### src/rtl/uvc_payload_packer.sv
// uvc_payload_packer
// Packs 32-bit YUY2 words from the show-ahead YUV FIFO into UVC bulk payloads.
// Each payload is a 12-byte UVC header (three words) followed by up to
// PAYLOAD_WORDS data words. Frame position is tracked so that FID, EOF,
// PTS and SCR are correct in every header.
//
// Ports:
//   clk, rst_n       system clock, asynchronous active-low reset
//   cam_active       host has committed streaming; low aborts the stream
//   fifo_dout/empty  show-ahead FIFO head word and empty flag
//   fifo_rd_en       pops the FIFO head (only in DATA, on an accepted word)
//   sof_cnt          USB frame number, sampled into the SCR field
//   out_data/valid/ready/last  valid/ready stream toward the bulk-IN endpoint
//   fid              current frame ID, for debug
//
// The stream outputs are decoded combinationally from the registered state so
// that a falling cam_active or an empty FIFO gates out_valid in the same cycle.
module uvc_payload_packer #(
    parameter int unsigned WIDTH         = 1280,
    parameter int unsigned HEIGHT        = 720,
    parameter int unsigned PAYLOAD_WORDS = 4093
) (
    input  logic        clk,
    input  logic        rst_n,
    input  logic        cam_active,
    input  logic [31:0] fifo_dout,
    input  logic        fifo_empty,
    output logic        fifo_rd_en,
    input  logic [10:0] sof_cnt,
    output logic [31:0] out_data,
    output logic        out_valid,
    input  logic        out_ready,
    output logic        out_last,
    output logic        fid
);

    localparam int unsigned FRAME_CNT_W = 24;
    localparam int unsigned PAY_CNT_W   = 16;
    localparam int unsigned STC_W       = 32;
    localparam int unsigned SOF_W       = 11;
    localparam int unsigned FRAME_WORDS = WIDTH * HEIGHT / 2;

    localparam logic [FRAME_CNT_W-1:0] FRAME_WORDS_C   = FRAME_CNT_W'(FRAME_WORDS);
    localparam logic [FRAME_CNT_W-1:0] PAYLOAD_WORDS_F = FRAME_CNT_W'(PAYLOAD_WORDS);
    localparam logic [PAY_CNT_W-1:0]   PAYLOAD_WORDS_P = PAY_CNT_W'(PAYLOAD_WORDS);
    localparam logic [7:0]             HDR_LEN         = 8'h0C;

    typedef enum logic [2:0] {
        ST_IDLE,
        ST_HDR0,
        ST_HDR1,
        ST_HDR2,
        ST_DATA
    } state_t;

    state_t                 state_q,     state_d;
    logic [FRAME_CNT_W-1:0] frame_cnt_q, frame_cnt_d;
    logic [PAY_CNT_W-1:0]   pay_cnt_q,   pay_cnt_d;
    logic [PAY_CNT_W-1:0]   pay_len_q,   pay_len_d;
    logic [STC_W-1:0]       stc_q,       stc_d;
    logic [STC_W-1:0]       stc_l_q,     stc_l_d;
    logic [STC_W-1:0]       pts_q,       pts_d;
    logic [SOF_W-1:0]       sof_l_q,     sof_l_d;
    logic                   eof_q,       eof_d;
    logic                   fid_q,       fid_d;

    logic [FRAME_CNT_W-1:0] frame_rem_c;
    logic [7:0]             bfh_c;
    logic                   accept_c;

    // Words still owed to the current frame, and the header flags byte
    assign frame_rem_c = FRAME_WORDS_C - frame_cnt_q;
    assign bfh_c       = {1'b1, 1'b0, 1'b0, 1'b0, 1'b1, 1'b1, eof_q, fid_q};
    assign accept_c    = out_valid && out_ready;
    assign fid         = fid_q;

    // Stream output decode
    always_comb begin : comb_out
        out_valid  = 1'b0;
        out_data   = '0;
        out_last   = 1'b0;
        fifo_rd_en = 1'b0;
        case (state_q)
            ST_HDR0: begin
                out_valid = cam_active;
                out_data  = {pts_q[15:0], bfh_c, HDR_LEN};
            end
            ST_HDR1: begin
                out_valid = cam_active;
                out_data  = {stc_l_q[15:0], pts_q[31:16]};
            end
            ST_HDR2: begin
                out_valid = cam_active;
                out_data  = {5'b0, sof_l_q, stc_l_q[31:16]};
            end
            ST_DATA: begin
                out_valid  = cam_active && !fifo_empty;
                out_data   = fifo_dout;
                out_last   = (pay_cnt_q == pay_len_q - PAY_CNT_W'(1));
                fifo_rd_en = cam_active && !fifo_empty && out_ready;
            end
            default: ;
        endcase
    end

    // Next-state and counter update
    always_comb begin : comb_next
        state_d     = state_q;
        frame_cnt_d = frame_cnt_q;
        pay_cnt_d   = pay_cnt_q;
        pay_len_d   = pay_len_q;
        stc_d       = stc_q + STC_W'(1);
        stc_l_d     = stc_l_q;
        pts_d       = pts_q;
        sof_l_d     = sof_l_q;
        eof_d       = eof_q;
        fid_d       = fid_q;

        if (!cam_active) begin
            // Abort: drop the partial payload and restart the frame count
            state_d     = ST_IDLE;
            pay_cnt_d   = '0;
            frame_cnt_d = '0;
        end else begin
            case (state_q)
                ST_IDLE: begin
                    if (!fifo_empty) begin
                        state_d   = ST_HDR0;
                        pay_len_d = (frame_rem_c > PAYLOAD_WORDS_F) ? PAYLOAD_WORDS_P
                                                                    : PAY_CNT_W'(frame_rem_c);
                        eof_d     = (frame_rem_c <= PAYLOAD_WORDS_F);
                        stc_l_d   = stc_q;
                        sof_l_d   = sof_cnt;
                        // PTS is captured once per frame, at its first payload
                        if (frame_cnt_q == '0) begin
                            pts_d = stc_q;
                        end
                    end
                end
                ST_HDR0: if (accept_c) state_d = ST_HDR1;
                ST_HDR1: if (accept_c) state_d = ST_HDR2;
                ST_HDR2: if (accept_c) state_d = ST_DATA;
                ST_DATA: begin
                    if (accept_c) begin
                        pay_cnt_d   = pay_cnt_q + PAY_CNT_W'(1);
                        frame_cnt_d = frame_cnt_q + FRAME_CNT_W'(1);
                        if (out_last) begin
                            state_d   = ST_IDLE;
                            pay_cnt_d = '0;
                            if (eof_q) begin
                                frame_cnt_d = '0;
                                fid_d       = ~fid_q;
                            end
                        end
                    end
                end
                default: state_d = ST_IDLE;
            endcase
        end
    end

    // State and datapath registers
    always_ff @(posedge clk or negedge rst_n) begin : seq
        if (!rst_n) begin
            state_q     <= ST_IDLE;
            frame_cnt_q <= '0;
            pay_cnt_q   <= '0;
            pay_len_q   <= '0;
            stc_q       <= '0;
            stc_l_q     <= '0;
            pts_q       <= '0;
            sof_l_q     <= '0;
            eof_q       <= 1'b0;
            fid_q       <= 1'b0;
        end else begin
            state_q     <= state_d;
            frame_cnt_q <= frame_cnt_d;
            pay_cnt_q   <= pay_cnt_d;
            pay_len_q   <= pay_len_d;
            stc_q       <= stc_d;
            stc_l_q     <= stc_l_d;
            pts_q       <= pts_d;
            sof_l_q     <= sof_l_d;
            eof_q       <= eof_d;
            fid_q       <= fid_d;
        end
    end

endmodule

### config.mk
export PLATFORM = sky130hd
export DESIGN_NAME = uvc_payload_packer
export DESIGN_NICKNAME = d
export VERILOG_FILES = /design/src/rtl/uvc_payload_packer.sv
export SDC_FILE = /design/constraint.sdc
export NUM_CORES = 1
export LEC_CHECK = 0
export ABC_AREA = 1
export ABC_CLOCK_PERIOD_IN_PS = 2060
export CAP_MARGIN = 20
export CORE_MARGIN = 2
export CORE_UTILIZATION = 53
export CTS_CLUSTER_SIZE = 8
export DETAILED_ROUTE_END_ITERATION = 7
export PLACE_DENSITY = 0.81
export SKIP_CTS_REPAIR_TIMING = 1
export SYNTH_ARGS = -nofsm -noshare
export SYNTH_HDL_FRONTEND = slang
export SYNTH_SLANG_ARGS = --single-unit
### constraint.sdc
create_clock -name clk -period 2.06 [get_ports clk]
set_input_delay 0.412 -clock clk [delete_from_list [all_inputs] [get_ports clk]]
set_output_delay 0.412 -clock clk [all_outputs]
set_load 0.01 [all_outputs]
Yosys cells after proc, flatten, opt, wreduce, memory -nomap -nowiden:

Index checks and enable logic that the tools add are counted.

* latch bits: 0
* register bits: 168
* word-level logic and storage cells: 66
* memories kept: 0
* RAM bits: 0
* ROM bits: 0

* $add $sub $neg: 5
* bitwise logic cells: 2
* reduce and logical (&&, ||, !) cells: 12
* equal/unequal tests: 13
* order comparisons: 2
* $mul: 0
* divide/modulo/power cells: 0
* shift-type cells: 0
* mux-type cells: 22

Operator list (count)
* $pmux 32 s4: 1
* $mux 24: 5
* $mux 16: 5
* $add 32x1->32 const B: 1
* $add 24x1->24 const B: 1
* $gt 24x12->1 const B: 1
* $le 24x12->1 const B: 1
* $logic_not 24->1: 1
* $sub 19x24->24 const A: 1
* $mux 3: 7
* $ne 3x3->1 const B: 6
* $add 16x1->16 const B: 1
* $eq 16x16->1: 1
* $sub 16x1->16 const B: 1
* $pmux 3 s5: 1
* $eq 3x2->1 const B: 2
* $reduce_and 6->1: 1
* $reduce_and 5->1: 1
* $ne 2x1->1 const B: 2
* $reduce_and 4->1: 1
* $eq 3x1->1 const B: 1
* $eq 3x3->1 const B: 1
* $logic_and 1x1->1: 3
* $logic_not 3->1: 1
* other kinds (7): 9

Depth between registers and ports, before layout:

Gate-level depths: netlist of the first run.

* word-level depth: 7
* mapped depth: 17
* gate-level depth less buffers: 16

Worst setup path after synthesis of the first run:

No wires, ideal clock.

* path kind: flip-flop to output port
* start point: register pay_len_q[0]
* end point: output out_last
* arrival: 1.603 ns
* slack: 0.045 ns
* stages on the path, launching flop included: 11
* required time: 1.648 ns
* cell sequence: dfrtp_1 inv_1 ha_1 nand2_2 nor2_4 nand2_1 nand3_1 nand2_1 nor2_1 nand3_1 nor2_1

* word-level cells in the longest chain between the ends: 3

Ends and longest elaborated chain
* from (decl): RTL line 59 `logic [PAY_CNT_W-1:0] pay_len_q, pay_len_d;`
* from (signal assigned): RTL line 179 `pay_len_q <= pay_len_d;`
* $sub 16x1->16: RTL line 99 `out_last = (pay_cnt_q == pay_len_q - PAY_CNT_W'(1));`
* $eq 16x16->1: RTL line 99
* $mux 1: RTL line 83 `case (state_q)`
* to (decl): RTL line 33 `output logic out_last,`

No other way between the ends.

Final worst setup path of the first run:

Ends and elaborated chain as after synthesis.

==> flow_metrics.env, run 1 <==
export IMPL_clock_latency_ps=460
export IMPL_grt_first_pass_wirelength_um=48600
export IMPL_cp_start_kind="register"
export IMPL_power_leakage_nw=7.00
export IMPL_crit_type="register to primary output"
export IMPL_drtIter0Drc=1486
export IMPL_netlist_instances=1382
export IMPL_startpoint="pay_len_q[0]"
export IMPL_rrSetupSlack_ps=-350
export IMPL_ys_seq_area_share_pct=42.1
export IMPL_postSynthAreaPerCell_um2=7.22
export IMPL_final_antenna_net_count=0
export IMPL_maxSlewHeadroom_pct=72.2
export IMPL_htreeDepth=4
export IMPL_antenna_found_initial=0
export IMPL_nets=1734
export IMPL_fp_dieW_um=141
export IMPL_dp_slack_ps=-556
export IMPL_status="finished with violations"
export IMPL_overflow=0
export IMPL_hold_class="input pin to async pin"
export IMPL_holdWs_ps=449
export IMPL_num_rows=50
export IMPL_yosys_top_cells_area="dfrtp_1 (42%), nand2_1 (17%), inv_1 (5.5%)"
export IMPL_drc=0
export IMPL_grt_max_degree=73
export IMPL_fill_cells=1089
export IMPL_finalPower_mw=10.4
export IMPL_ys_ff_latch=168
export IMPL_maxCapViolations=0
export IMPL_max_vdd_ir_drop_v=0.000681
export IMPL_end_kind="primary output"
export IMPL_cts_made_buffers=17
export IMPL_reg2regPathDepth=16
export IMPL_synth_common_cells="nand2_1 (456), dfrtp_1 (168), inv_1 (145)"
export IMPL_via_count=11688
export IMPL_drtPass1Iterations=6
export IMPL_cp_required_ps=1650
export IMPL_synth_largest_area_cell="dfrtp_1"
export IMPL_wl_per_cell_um=20.7
export IMPL_max_freq_mhz=376
export IMPL_synth_area_um2=9980
export IMPL_worstMarginPinSlew_ps=413
export IMPL_rsz0062_at_grt="yes"
export IMPL_wl_um=40000
export IMPL_drive_gt1_share_pct=30.5
export IMPL_failed_checks="negative setup slack"
export IMPL_finalCritPeriodShare_pct=129
export IMPL_num_antenna_cells=0
export IMPL_final_hold_viol_count=0
export IMPL_yosys_cell_types_count=41
export IMPL_syn_nets=1435
export IMPL_hpwl_um=21600
export IMPL_clkSlewWorstSetupHoldPaths_ps=90
export IMPL_cts_tree="yes"
export IMPL_rr_startpoint="frame_cnt_q[1]"
export IMPL_post_route_util_pct=77.4
export IMPL_grt_use_total_pct=30.4
export IMPL_yosysTopAreaCellShare_pct=42.1
export IMPL_fin_setup_tns_ps=-23290
export IMPL_synthMostInstantiatedCell="nand2_1"
export IMPL_ys_warn_count=0
export IMPL_portBuffers=83
export IMPL_gp_congestion=0.958
export IMPL_setup_slack_ps=-597
export IMPL_synth_edff_count=0
export IMPL_worstReg2RegEnd="pay_len_q[5]"
export IMPL_core_area_um2=18600
export IMPL_clock_sinks=168
export IMPL_area_growth_synth_to_final_pct=44.2
export IMPL_clockRootBuffer="clkbuf_16"
export IMPL_arrival_ps=2250
export IMPL_io_pins=84
export IMPL_min_period_ps=2660
export IMPL_slew_violations=0
export IMPL_viasPerCell=6.06
export IMPL_die_h_um=141
export IMPL_synth_ff_type="dfrtp_1"
export IMPL_power_density_nw_per_um2=720
export IMPL_synth_async_reset_ratio_pct=100
export IMPL_die_area_um2=19900
export IMPL_skew_ps=21.8
export IMPL_grt_pass1_vias=9987
export IMPL_clock_path_buffers=2
export IMPL_critPathMaxFanout=4
export IMPL_start_util_pct=53.7
export IMPL_setup_viol=134
[registers in the layout, indices dropped and copies added, names as in the netlist]
| name | count |
|---|---|
| stc_q | 32 |
| fid | 1 |
| pts_q | 32 |
| pay_cnt_q | 16 |
| sof_l_q | 11 |
| eof_q | 1 |
| state_q | 3 |
| frame_cnt_q | 24 |
| stc_l_q | 32 |
| pay_len_q | 16 |
[area by class of cell]
class	count	area, um^2	area share (%)
Timing Repair Buffer	329	2980	20.7
Inverter	155	587	4.08
Sequential cell	168	4210	29.2
Clock buffer	17	425	2.96
Tap cell	234	293	2.03
Multi-Input combinational cell	1010	5680	39.5
Clock inverter	15	214	1.49
[power breakdown]
part / total, mW / leakage [nW] / internal [mW] / switching (mW)
Combinational: 3.11 / 4.46 / 1.33 / 1.79
Sequential: 3.76 / 2.23 / 3.54 / 0.220
Clock: 3.48 / 0.307 / 1.70 / 1.78
[kinds of logic after synthesis]
family                     Yosys count  synth area share [%]
adders and majority gates            5                 0.627
AOI/OAI and AO/OA                  125                  6.58
buffers and inverters              204                  8.49
DFF                                168                  42.1
xor gates and xnor gates            69                  6.06
and+or+nand+nor                    811                  36.1
[routing by layer]
layer  GRT usage (%)  vias up  wire length, um
met5               0        -                0
li1                -     4988                -
met3            4.48      304             4010
met2            50.8      958            18500
met1            40.0     5438            14200
met4            11.9        0             3220
[per-stage QoR]
| stage | area (um^2) | cells |
|---|---|---|
| final | 14400 | 1928 |
| after global routing | 14400 | 1928 |
| after CTS | 13100 | 1882 |
| after detailed placement | 12500 | 1850 |
| after global placement | 12500 | 1850 |
| after floorplan | 9980 | 1382 |
[how the worst max path moves through the flow]
stage | endpoint | cells after the start | slack (ps)
global placement | out_last | 11 | -520
detailed placement | out_last | 11 | -560
global route | out_last | 13 | -730
floorplan | out_last | 10 | 50
finish | out_last | 13 | -600
CTS | out_last | 11 | -1040
[critical path, cell delays in order (launching register included)]
cell and delay, ps:
dfrtp_1 390, inv_2 110, ha_4 190, inv_1 60, nand2_2 60, nand2_1 70
nand2_1 100, nand2_2 70, nor2_1 100, nand3_1 80, nor2_1 120, nand3_1 130
nor2_2 160, buf_2 150
[placed cells by master (no fill, tap or decap), types with 4 or more instances in the layout]
cell type          n
nor3_1            16
buf_12            10
nand3_4            8
o21ai_2           12
inv_1            139
nor2_2            27
clkinv_8           6
a21oi_2            4
nor2_4            17
dfrtp_1          165
a21oi_1           10
ha_4               4
clkbuf_16         24
nand2_2           50
buf_6             44
inv_2             14
or2_2              4
o21ai_0           52
nand3_2           21
nand2_4           14
nor4_1             5
nand3_1           84
xnor2_1           11
nand3b_1           7
buf_8              5
xor2_1            55
clkdlybuf4s50_1   47
nor3_4             5
buf_4            192
nor3_2             4
nand4_1           43
buf_2             22
nor2_1            95
o21ai_1           38
nand2_1          398
inv_12             4
No activity file was read; power rests on OpenSTA's default activity.
==> inputs of run 2 (changes only) <==
--- a/config.mk
+++ b/config.mk
@@ -6,13 +6,14 @@
 export NUM_CORES = 1
 export LEC_CHECK = 0
 export ABC_AREA = 1
-export ABC_CLOCK_PERIOD_IN_PS = 2060
+export ABC_CLOCK_PERIOD_IN_PS = 2900
 export CAP_MARGIN = 20
 export CORE_MARGIN = 2
-export CORE_UTILIZATION = 53
+export CORE_UTILIZATION = 30
 export CTS_CLUSTER_SIZE = 8
 export DETAILED_ROUTE_END_ITERATION = 7
-export PLACE_DENSITY = 0.81
+export PLACE_DENSITY = 0.51
+export RECOVER_POWER = 100
 export SKIP_CTS_REPAIR_TIMING = 1
 export SYNTH_ARGS = -nofsm -noshare
 export SYNTH_HDL_FRONTEND = slang
==> constraint.sdc (replaced) <==
create_clock -name clk -period 2.9 [get_ports clk]
set_input_delay 0.58 -clock clk [delete_from_list [all_inputs] [get_ports clk]]
set_output_delay 0.58 -clock clk [all_outputs]
set_load 0.01 [all_outputs]
==> flow_metrics.env, run 2 (synthesis results as in run 1) <==
export IMPL_num_antenna_cells=0
export IMPL_clock_sinks=168
export IMPL_wl_per_cell_um=15.2
export IMPL_cts_tree="yes"
export IMPL_grt_use_total_pct=17.3
export IMPL_min_path_cells=1
export IMPL_fin_setup_tns_ps=-6.39
export IMPL_mostFrequentLayoutCells="nand2_1 (456), dfrtp_1 (166), inv_1 (144)"
export IMPL_rsz0062_at_grt="yes"
export IMPL_clock_latency_ps=450
export IMPL_clkSlewWorstSetupHoldPaths_ps=70
export IMPL_top_regs="pts_q: 32 flops, stc_l_q: 32 flops, stc_q: 32 flops"
export IMPL_htreeDepth=4
export IMPL_drc=0
export IMPL_setup_slack_ps=-6.39
export IMPL_power_density_nw_per_um2=518
export IMPL_gp_congestion=0.897
export IMPL_grt_first_pass_wirelength_um=47900
export IMPL_crit_type="input pin to register"
export IMPL_failed_checks="max-capacitance violations, max-slew violations, negative setup slack"
export IMPL_max_vdd_ir_drop_v=0.000458
export IMPL_wl_um=29300
export IMPL_path_cells="dlygate4sd3_1, clkbuf_1, nand2_2, nor3_2, clkbuf_1, nand2_1, nand2_1"
export IMPL_skew_ps=16.9
export IMPL_fill_cells=3466
export IMPL_cts_made_buffers=17
export IMPL_cp_start_kind="input pin"
export IMPL_setup_viol=1
export IMPL_die_h_um=186
export IMPL_worstReg2RegEnd="eof_q"
export IMPL_post_route_util_pct=37.1
export IMPL_worstMarginPinSlew_ps=1800
export IMPL_overflow=0
export IMPL_end_kind="register"
export IMPL_dp_cells=1893
export IMPL_final_instance_count_excl_fill=1930
export IMPL_num_rows=66
export IMPL_area_growth_synth_to_final_pct=21.2
export IMPL_status="finished with violations"
export IMPL_final_antenna_net_count=0
export IMPL_drive_gt1_share_pct=8.74
export IMPL_power_leakage_nw=5.83
export IMPL_reg2regPathDepth=16
export IMPL_rrSetupSlack_ps=370
export IMPL_start_util_pct=30.6
export IMPL_io_pins=84
export IMPL_grt_pass1_vias=9027
export IMPL_clockRootBuffer="clkbuf_16"
export IMPL_core_area_um2=32600
export IMPL_hold_class="register to register"
export IMPL_critPathMaxFanout=21
export IMPL_antenna_found_initial=0
export IMPL_max_stage_delay_ps=810
export IMPL_slowest_stage="clkbuf_1"
export IMPL_slew_violations=66
export IMPL_via_count=9147
export IMPL_grt_max_degree=83
export IMPL_finalCritPeriodShare_pct=100
export IMPL_maxSlewHeadroom_pct=-20.0
export IMPL_nets=1528
export IMPL_viasPerCell=4.74
export IMPL_final_hold_viol_count=0
export IMPL_max_freq_mhz=344
export IMPL_arrival_ps=3280
export IMPL_min_period_ps=2910
export IMPL_cp_required_ps=3280
export IMPL_hold_end="stc_q[22]"
export IMPL_rr_startpoint="frame_cnt_q[0]"
export IMPL_die_area_um2=34700
export IMPL_drtIter0Drc=782
export IMPL_hpwl_um=21500
export IMPL_fp_dieW_um=186
export IMPL_drtPass1Iterations=5
export IMPL_layout_commonest_cell="nand2_1"
export IMPL_portBuffers=83
export IMPL_min_from="stc_q[22]"
export IMPL_clock_path_buffers=2
export IMPL_maxCapViolations=1
run 2: where the power goes:
group | switching, mW | leakage [nW] | total (mW) | internal [mW]
clock network | 1.12 | 0.283 | 2.27 | 1.15
logic | 0.823 | 3.32 | 1.37 | 0.545
registers | 0.107 | 2.23 | 2.62 | 2.52
total | 2.05 | 5.83 | 6.26 | 4.21
run 2: area by class of cell:
type	instances	area [um^2]	area share, %
tap	442	553	4.57
multi-input combinational	1010	4950	40.9
inverter	155	587	4.85
timing repair buffer	123	1210	10.0
sequential	168	4210	34.8
clock buffer	18	429	3.55
clock inverter	14	156	1.29
run 2: layer usage:
metal / global-route usage (%) / routed length (um) / vias up
met5: 0 / 0 / -
met4: 5.26 / 559 / 0
met3: 3.69 / 1270 / 36
met2: 27.6 / 13600 / 226
met1: 23.4 / 13900 / 4319
li1: - / - / 4566
run 2: stage by stage:
step / instance area, um^2 / worst slack [ps] / power, mW / hold WS, ps
6_report: 12100 / -6.39 / 6.26 / 470
3_3_place_gp: 11400 / -32.9 / 4.01 / 454
5_1_grt: 12100 / -178 / 6.61 / 504
4_1_cts: 12000 / -467 / 6.32 / 178
2_1_floorplan: 9980 / 717 / 3.33 / 284
3_5_place_dp: 11400 / -62.8 / 4.01 / 457
run 2: how the worst max path moves through the flow:
stage,startpoint,end,cells after the start
3_5_place_dp,cam_active,out_valid,4
2_1_floorplan,pay_len_q[0],out_last,10
4_1_cts,pay_len_q[0],out_last,11
6_report,cam_active,sof_l_q[9],7
3_3_place_gp,cam_active,out_valid,4
5_1_grt,pay_len_q[0],out_last,11
run 2: critical path: cells and delay by family:
| family | cells | cell delay [ps] |
|---|---|---|
| buf+inv | 3 | 1890 |
| simple gates | 4 | 790 |
